## config.mk

```make
export PLATFORM = sky130hd
export DESIGN_NAME = adc_fifo_read_arbiter
export DESIGN_NICKNAME = d
export VERILOG_FILES = /design/src/rtl/adc_fifo_read_arbiter.sv
export SDC_FILE = /design/constraint.sdc
export NUM_CORES = 1
export LEC_CHECK = 0
export CORE_UTILIZATION = 54
export CTS_CLUSTER_DIAMETER = 60
export DETAILED_ROUTE_END_ITERATION = 8
export PLACE_DENSITY = 0.79
export SYNTH_ARGS = -nofsm -noshare
export SYNTH_HDL_FRONTEND = slang
export SYNTH_SLANG_ARGS = --single-unit
```

## constraint.sdc

```tcl
create_clock -name clk_usb -period 4.8 [get_ports clk_usb]
set_input_delay 1.44 -clock clk_usb [delete_from_list [all_inputs] [get_ports clk_usb]]
set_output_delay 1.44 -clock clk_usb [all_outputs]
set_load 0.05 [all_outputs]
```

## src/rtl/adc_fifo_read_arbiter.sv

```systemverilog
// adc_fifo_read_arbiter
// Shares the single ADC FIFO read port (USB clock domain) between single-word
// register reads ("slow") and multi-word streaming bursts. Generates the FIFO
// read strobe, counts slow-read underflows and marks stream segment boundaries.
//
// Ports:
//   clk_usb, reset_i            clock, asynchronous active-high reset
//   fifo_empty / fifo_rd_en     FIFO status in, read strobe out (combinational)
//   slow_rd_req/_ack/_valid     single-word read request, service pulse, data-valid
//   burst_req/_len/_busy/_done  burst start, length, active flag, completion pulse
//   no_underflow_errors         suppresses underflow counting
//   clear_underflow             synchronous clear of underflow_count
//   underflow_count             saturating slow-underflow count
//   stream_segment_threshold    words per segment (0 = off)
//   segment_done                registered pulse at each segment boundary
//
// Optional feature: define FIFO_ARB_STARVE_GUARD_EN to let a pending slow read
// preempt a burst after pGUARD_WORDS burst reads; the burst then resumes.

module adc_fifo_read_arbiter #(
  parameter int unsigned pBURST_W     = 16,
  parameter int unsigned pGUARD_WORDS = 64
) (
  input  logic                clk_usb,
  input  logic                reset_i,
  input  logic                fifo_empty,
  output logic                fifo_rd_en,
  input  logic                slow_rd_req,
  output logic                slow_rd_ack,
  output logic                slow_rd_valid,
  input  logic                burst_req,
  input  logic [pBURST_W-1:0] burst_len,
  output logic                burst_busy,
  output logic                burst_done,
  input  logic                no_underflow_errors,
  input  logic                clear_underflow,
  output logic [7:0]          underflow_count,
  input  logic [16:0]         stream_segment_threshold,
  output logic                segment_done
);

  typedef enum logic [1:0] {
    ST_IDLE  = 2'd0,
    ST_SLOW  = 2'd1,
    ST_BURST = 2'd2
  } state_t;

  state_t              r_state;
  logic                r_pending;
  logic                r_burst_active;
  logic [pBURST_W-1:0] r_words_left;
  logic [7:0]          r_underflow;
  logic [16:0]         r_seg_cnt;
  logic                r_segment_done;

  logic        w_in_slow;
  logic        w_in_burst;
  logic        w_words_zero;
  logic        w_slow_want;
  logic        w_guard_hit;
  logic [16:0] w_seg_next;

  assign w_in_slow    = (r_state == ST_SLOW);
  assign w_in_burst   = (r_state == ST_BURST);
  assign w_words_zero = (r_words_left == '0);
  // A slow read is wanted if one is already pending or arrives this cycle.
  assign w_slow_want  = r_pending | slow_rd_req;
  assign w_seg_next   = r_seg_cnt + 17'd1;

  // Read strobe and service pulses decode straight from state so the FIFO
  // sees the read in the same cycle the state is entered.
  assign fifo_rd_en      = ~fifo_empty & (w_in_slow | (w_in_burst & ~w_words_zero));
  assign slow_rd_ack     = w_in_slow;
  assign slow_rd_valid   = w_in_slow & ~fifo_empty;
  assign burst_done      = w_in_burst & w_words_zero;
  assign burst_busy      = r_burst_active;
  assign underflow_count = r_underflow;
  assign segment_done    = r_segment_done;

`ifdef FIFO_ARB_STARVE_GUARD_EN
  localparam int unsigned GUARD_W = $clog2(pGUARD_WORDS + 1);

  logic [GUARD_W-1:0] r_guard_cnt;

  // Preempt once the guard count is (or is just becoming) pGUARD_WORDS.
  assign w_guard_hit = w_in_burst & w_slow_want &
                       ((r_guard_cnt == GUARD_W'(pGUARD_WORDS)) |
                        (fifo_rd_en & (r_guard_cnt == GUARD_W'(pGUARD_WORDS - 1))));

  // Consecutive burst reads since entering BURST, saturating at the guard.
  always_ff @(posedge clk_usb or posedge reset_i) begin
    if (reset_i) begin
      r_guard_cnt <= '0;
    end else if (!w_in_burst) begin
      r_guard_cnt <= '0;
    end else if (fifo_rd_en && (r_guard_cnt != GUARD_W'(pGUARD_WORDS))) begin
      r_guard_cnt <= r_guard_cnt + GUARD_W'(1);
    end
  end
`else
  logic w_unused_guard;
  assign w_unused_guard = (pGUARD_WORDS == 0);
  assign w_guard_hit    = 1'b0;
`endif

  // Arbitration FSM
  always_ff @(posedge clk_usb or posedge reset_i) begin
    if (reset_i) begin
      r_state        <= ST_IDLE;
      r_pending      <= 1'b0;
      r_burst_active <= 1'b0;
      r_words_left   <= '0;
    end else begin
      case (r_state)
        ST_IDLE: begin
          if (w_slow_want) begin
            r_state   <= ST_SLOW;
            r_pending <= 1'b0;
            // A burst arriving with the winning slow read is loaded now and
            // starts straight after SLOW via burst_active.
            if (burst_req) begin
              r_words_left   <= burst_len;
              r_burst_active <= 1'b1;
            end
          end else if (burst_req) begin
            r_state        <= ST_BURST;
            r_words_left   <= burst_len;
            r_burst_active <= 1'b1;
          end
        end
        ST_SLOW: begin
          r_pending <= r_pending | slow_rd_req;
          r_state   <= r_burst_active ? ST_BURST : ST_IDLE;
        end
        ST_BURST: begin
          if (w_words_zero) begin
            r_burst_active <= 1'b0;
            r_pending      <= 1'b0;
            r_state        <= w_slow_want ? ST_SLOW : ST_IDLE;
          end else begin
            if (fifo_rd_en) begin
              r_words_left <= r_words_left - pBURST_W'(1);
            end
            if (w_guard_hit) begin
              r_state   <= ST_SLOW;
              r_pending <= 1'b0;
            end else begin
              r_pending <= w_slow_want;
            end
          end
        end
        default: r_state <= ST_IDLE;
      endcase
    end
  end

  // Slow-read underflow counter; clear wins over increment.
  always_ff @(posedge clk_usb or posedge reset_i) begin
    if (reset_i) begin
      r_underflow <= '0;
    end else if (clear_underflow) begin
      r_underflow <= '0;
    end else if (w_in_slow && fifo_empty && !no_underflow_errors &&
                 (r_underflow != 8'hFF)) begin
      r_underflow <= r_underflow + 8'd1;
    end
  end

  // Segment counter over all FIFO reads; pulses and rewinds at the threshold.
  always_ff @(posedge clk_usb or posedge reset_i) begin
    if (reset_i) begin
      r_seg_cnt      <= '0;
      r_segment_done <= 1'b0;
    end else if (fifo_rd_en) begin
      if ((stream_segment_threshold != 17'd0) &&
          (w_seg_next == stream_segment_threshold)) begin
        r_seg_cnt      <= '0;
        r_segment_done <= 1'b1;
      end else begin
        r_seg_cnt      <= w_seg_next;
        r_segment_done <= 1'b0;
      end
    end else begin
      r_segment_done <= 1'b0;
    end
  end

endmodule
```

==> run summary <==
The leakage power total came out at 1.51 nW. The worst hold-check slack is 541 ps. The number of placed instances, taps included, is 506. Maximum ir drop on the vdd rail: 0.269 mV. Kind of critical path: reg2out. The synthesized netlist devotes 2.86% of its cell area to adder and majority cells. The smallest setup slack after layout is 574 ps. Number of warnings issued by yosys: 0. Total length of routed wires: 8420 µm. The tools report the cell count after synthesis as 396. The logs give 0 for the post-cts sizing count and 0.00198 W for the overall power of the completed layout. For this design the top-level I/O count stands at 54. The setup skew after layout is 13.6 ps, and the placement row count is 28. A synthesized cell averages 8.83 µm².

The flow ran to the end, and the final reports show no timing, DRC or antenna violations. The layout has 501 filler cells. The net switching fraction of the power is 45.5%, and the max-capacitance violation count is 0. Based on the critical path, the design can be clocked at up to 0.237 GHz. After global routing the overflow that remains totals 0.

The min-delay analysis places its worst path in the category reg2reg. The logs give 2790 ps for the arrival time of the worst setup path and 6110 µm for the detailed placer's ending HPWL. The most used flip-flop cell after synthesis is sky130_fd_sc_hd__dfrtp_1. The net switching component of the power was 0.000902 W; the final critical path time including I/O delays and setup was 4230 ps. The y dimension of the die is 82.5 µm. The clock edge transition at the registers on the reported setup and hold paths is 100 ps, and the portion of the post-synthesis area used by sequential elements is 32.9%. The slew at the pin closest to its max-slew limit was 946 ps; the wire length of the first global-routing pass was 13900 µm. The element type at the critical path end was an output port. Synthesis produced a netlist with a net count of 444.

Buffers added to address setup during post-CTS repair amount to 0. The tools report the number of pins exceeding their max-slew limit in the final report as 0. Once layout is complete, the cells apart from fillers number 514. Clock tree synthesis selected as its root buffer the cell sky130_fd_sc_hd__clkbuf_8. Sequential cells burn 35.2% of the power. The run gives 0 as the number of antenna violations at the first check in global routing. The number of synthesized flops with an enable pin was 0. The number of global-route vias before repair came out at 3093. Per report_power, the clock group accounts for 15.6% of the total. The effective utilization at floorplan came out at 57.3%.

Main combinational cell family by area after synthesis: compound AO/OA/AOI/OAI gates. In the synthesized netlist, mux cells make up 1.47% of the area. The internal power of the cells totals 0.00108 W.

From left edge to right edge, the die measures 82.5 µm. The antenna diode count is 0. The fraction of registers with async set or reset after synthesis was 100%; the area enclosed by the die boundary was 6800 µm². Summing the areas of all xor and xnor instances in the mapped netlist gives 10.8% of the synthesized area. The clock passes through at most 2 buffers.

The kind of start point of the critical path is a flop. The area of combinational cells with multiple inputs is 2150 µm², and the part of the total power dissipated in combinational logic is 49.2%. Global routing used 26.6% of the available tracks across all layers. For this run, design rule violations remaining after detail routing come to 0.

The fraction of final layout cells with drive strength greater than 1 came out at 11.4%. The synthesized netlist devotes 25.3% of its cell area to compound gates. The congestion estimate from routability-driven global placement came to 0.903. TritonCTS created 5 clock buffers.

Summing all flip-flop and latch instances after layout gives 1150 µm². The run gives 683 ps as the pre-CTS setup slack. Simple-gate area share of the yosys netlist: 21.1%.

Setup repair after global routing left no endpoint under its margin. Setup violations remaining at the end of the flow were counted as 0. The H-tree was split into 2 levels. The synthesized netlist occupies a cell area of 3500 µm². The first detailed-routing pass ran for 5 iterations.

Dividing total power by cell area gives a power density of 476 nW/µm². The clock latency at the later pin of the worst-skew pair was 310 ps; the vias after detailed routing was 3210. In this run, post-CTS hold repair placed 0 buffers.

The aggregate negative setup slack is 0 ps, and the via density per instance is 6.25. Dividing the detail-routed wire length by the instance count gives 16.4 µm. The synthesis-stage register bit count is 46. The final clock period utilization by the worst path works out to 88.0%. The data required time of the worst path is 3360 ps.

During placement, the flow inserted port buffers numbering 53. The placeable core region was 6100 µm². The worst pin sits at a relative slew slack of 36.8%. The run gives 0 as the count of final hold-check violations. Largest net degree at the start of global routing: 47. In this run the worst path has a maximum fanout of 6. The detail route stage leaves a number of antenna-violating nets equal to 0. Clock tree synthesis found a total of 46 sinks. For this run, the post-layout net count is 486.

After the first detailed-routing iteration, the DRC count stood at 164. The area growth from synthesis to layout is 19.0%. TritonCTS built the clock tree. In this run, distinct cell masters in the synthesized netlist total 72.
==> cell usage after synthesis (all sizes together), types with 5 or more instances <==
cell type | count | share of area (%)
a21oi | 38 | 6.8
dfrtp | 46 | 33
buf | 13 | 2.7
nand2 | 29 | 3.1
nor3 | 7 | 1.0
nand3 | 14 | 2.4
a2111oi | 6 | 1.5
nor4 | 10 | 2.2
xor2 | 16 | 4.0
or2 | 10 | 1.9
inv | 15 | 1.6
nand4 | 13 | 2.3
o22ai | 11 | 2.0
ha | 8 | 2.9
a211oi | 11 | 2.4
o21ai | 22 | 3.5
or3 | 5 | 1.0
xnor2 | 27 | 6.8
clkbuf | 10 | 1.1
nor2 | 24 | 2.6
==> through the flow <==
step,instance area (µm²),utilization [%]
6_report,4160,68.2
5_1_grt,4160,68.2
4_1_cts,4160,68.2
3_5_place_dp,4040,66.3
3_3_place_gp,4040,66.3
2_1_floorplan,3500,-
==> logic make-up after synthesis <==
family / after synthesis
xor+xnor: 43
compound gates: 123
flops: 46
fa+ha+maj: 8
simple gates: 132
mux: 5
buf+inv: 39
==> layout by cell type (no fill, tap or decap), types with 2 or more instances in the layout <==
master,n
sky130_fd_sc_hd__a2111oi_0,6
sky130_fd_sc_hd__a211oi_1,11
sky130_fd_sc_hd__a21o_1,2
sky130_fd_sc_hd__a21oi_1,27
sky130_fd_sc_hd__a21oi_2,10
sky130_fd_sc_hd__and3_1,4
sky130_fd_sc_hd__buf_12,2
sky130_fd_sc_hd__buf_4,5
sky130_fd_sc_hd__clkbuf_8,5
sky130_fd_sc_hd__clkdlybuf4s50_1,51
sky130_fd_sc_hd__dfrtp_1,46
sky130_fd_sc_hd__ha_1,8
sky130_fd_sc_hd__inv_1,14
sky130_fd_sc_hd__mux2i_1,4
sky130_fd_sc_hd__nand2_1,29
sky130_fd_sc_hd__nand2b_1,2
sky130_fd_sc_hd__nand3_1,13
sky130_fd_sc_hd__nand4_1,13
sky130_fd_sc_hd__nor2_1,24
sky130_fd_sc_hd__nor2b_1,3
sky130_fd_sc_hd__nor3_1,7
sky130_fd_sc_hd__nor3b_1,2
sky130_fd_sc_hd__nor4_1,9
sky130_fd_sc_hd__o2111ai_1,3
sky130_fd_sc_hd__o211ai_1,2
sky130_fd_sc_hd__o21a_1,3
sky130_fd_sc_hd__o21ai_0,21
sky130_fd_sc_hd__o21bai_1,2
sky130_fd_sc_hd__o22ai_1,11
sky130_fd_sc_hd__o31a_1,2
sky130_fd_sc_hd__o31ai_1,3
sky130_fd_sc_hd__o32ai_1,2
sky130_fd_sc_hd__or2_2,9
sky130_fd_sc_hd__or3_1,4
sky130_fd_sc_hd__xnor2_1,27
sky130_fd_sc_hd__xor2_1,16
==> per-layer routing <==
metal | track usage, % | vias up | part of all wire [%]
li1 | - | 1550 | -
met1 | 36.1 | 1524 | 46
met2 | 41.5 | 117 | 46
met3 | 4.73 | 19 | 5.5
met4 | 11.4 | 0 | 2.1
met5 | 0 | - | 0
==> registers in the layout, indices dropped and copies added (netlist names) <==
register,count
r_state,2
segment_done,1
r_seg_cnt,17
r_pending,1
r_words_left,16
burst_busy,1
underflow_count,8
==> layout make-up <==
type / instances / share of cell area (%)
flip-flops and latches: 46 / 27.7
multi-input cells: 311 / 51.7
clock buffers: 5 / 1.65
repair buffers: 58 / 14.1
clock inverters: 3 / 1.17
inverters: 16 / 1.44
well taps: 75 / 2.26
==> critical path, cell delays in order (launching register included) <==
cell and delay [ps]:
sky130_fd_sc_hd__dfrtp_1 440, sky130_fd_sc_hd__or2_4 280, sky130_fd_sc_hd__or4_4 480, sky130_fd_sc_hd__or2_2 330, sky130_fd_sc_hd__nor2_1 120, sky130_fd_sc_hd__clkdlybuf4s50_1 820
==> power by group through the flow <==
stage | clock network, W | logic (W) | registers (W)
final | 0.000309 | 0.000974 | 0.000698
after global routing | 0.000329 | 0.00109 | 0.000717
after CTS | 0.000315 | 0.000969 | 0.000691
after detailed placement | 0 | 0.000963 | 0.000698
after global placement | 0 | 0.000931 | 0.000690
after floorplan | 0 | 0.000821 | 0.000604
==> final timing paths <==
| path | slack [ps] | start | endpoint | cells past startpoint |
|---|---|---|---|---|
| min in group asynchronous | 1660 | reset_i | r_seg_cnt[2] | 2 |
| worst max-delay path | 570 | r_words_left[6] | burst_done | 5 |
| worst min register to register | 540 | r_pending | r_pending | 1 |
| worst max register to register | 1960 | r_seg_cnt[0] | r_seg_cnt[13] | 7 |
| worst min-delay path | 540 | r_pending | r_pending | 1 |
| max in group asynchronous | 2550 | reset_i | r_seg_cnt[15] | 2 |
(Power assumes the default switching activity.)
==> RTL edit (same flow settings) <==
Change the parameter `pBURST_W` from 16 to 32.
--- a/src/rtl/adc_fifo_read_arbiter.sv
+++ b/src/rtl/adc_fifo_read_arbiter.sv
@@ -18,7 +18,7 @@
 // preempt a burst after pGUARD_WORDS burst reads; the burst then resumes.
 
 module adc_fifo_read_arbiter #(
-  parameter int unsigned pBURST_W     = 16,
+  parameter int unsigned pBURST_W     = 32,
   parameter int unsigned pGUARD_WORDS = 64
 ) (
   input  logic                clk_usb,
Interface: changed (resized burst_len); port bits go from 54 to 70. The function was not compared with the original's and may differ.
==> RTL edit against the original RTL <==
- design area is 26% higher
- non-clock buffer count rose by 18
- synthesized area grew 23%
- setup slack got worse by 480 ps
- sequential cell count grew 16
- routed wire length rose by 27%
- power increased by 41%
- combinational power rose by 46%
==> RTL edit: results (changes against the original RTL) <==
Status
  – Status: finished, final reports clean

Setup path
  – Critical path arrival: 3260 ps (+470 ps)
  – CP Max Fanout: 7 (+1)
  – Worst r2r dst: r_words_left[16]$_DFFE_PP0P_

Route
  – Met3 Wirelength: 539 um (+17%)
  – Total wire length: 10.7 mm (+27%)
  – Vias: 4297 (+34%)
  – First DRT Iteration DRCs: 237 (+45%)

STA
  – Slew Limit Headroom: 27.1% (-9.7 points)
  – Fin Clk Skew: 8.42 ps (-5.22 ps)

Layout
  – Fill cell total of the finished layout: 630 (+26%)
  – Share of cells above drive strength 1: 5.52% (-5.9 points)
  – Fin nets: 660 (+36%)
  – Largest register FFs: 32 (+15)

Place
  – IO buf count: 69 (+30%)
  – Post-place instance area: 5050 um^2 (+25%)
  – Routability congestion estimate: 0.938 (+3.9%)
  – Final HPWL DP: 7.76 mm (+27%)

Clocking
  – CTS Buf Count: 9 (+4)
  – Reg clk slew, reported paths: 70 ps (-30 ps)

Hold path
  – Hold Path Depth: 2 (+1)

GRT
  – Vias in the first global route: 3868 (+25%)

Yosys
  – Synthesized Nets: 605 (+36%)
  – Distinct cells, synth: 57 (-21%)
  – Commonest cells post-synth: nand2_1 (71), dfrtp_1 (62), a21oi_1 (52)
[RTL edit: cell types whose count changed in the layout (fill, tap and decap cells not counted), sizes merged, moves of 9 or more]
cell           before  now
a21oi              38   52
dfrtp              46   62
xnor2              27   16
clkdlybuf4s50      51   68
o21ai              22   47
nand2              29   71
nor3                7   17
xor2               16    7
or3                 5   14
nor2               24   37
a211oi             11    2
[RTL edit: where the power goes]
| group | leakage [nW] | switching (mW) | internal, mW |
|---|---|---|---|
| Clock | 0.0870 | 0.201 | 0.231 |
| Combinational | 1.18 | 0.837 | 0.579 |
| Sequential | 0.700 | 0.229 | 0.712 |
| Total | 1.97 | 1.27 | 1.52 |
[RTL edit: stage by stage]
stage          hold WS (ps)  setup slack, ps  cells
2_1_floorplan           460              468    541
3_3_place_gp            484              471    687
3_5_place_dp            496              424    687
4_1_cts                 510             98.9    700
5_1_grt                 560             15.1    700
6_report                505             99.3    700
[RTL edit: cells by family (layout without fill, tap and decap cells)]
family	after synthesis	count (layout)	synth area share, %
AOI/OAI and AO/OA	165	165	23.4
xor gates and xnor gates	23	23	4.84
adders and majority gates	8	8	2.32
buffers and inverters	45	102	4.32
DFF	62	62	36.0
muxes	7	7	1.62
and+or+nand+nor	231	231	27.5
[RTL edit: cell type report]
class	instances	share of cell area (%)
clock buffers	9	2.37
clock inverters	4	0.981
inverters	13	0.933
multi-input cells	434	49.4
flip-flops and latches	62	29.7
well taps	102	2.44
repair buffers	76	14.2
[RTL edit: per-layer routing]
layer  track usage, %  vias up
li1                 -     2105
met1             34.2     2041
met2             45.1      140
met3             4.69       11
met4             7.94        0
met5                0        -
[RTL edit: tightest hold or removal path, cell delays in order (launching register included)]
cell     delay, ps
dfrtp_1        360
nand2_1         50
o21ai_0         60
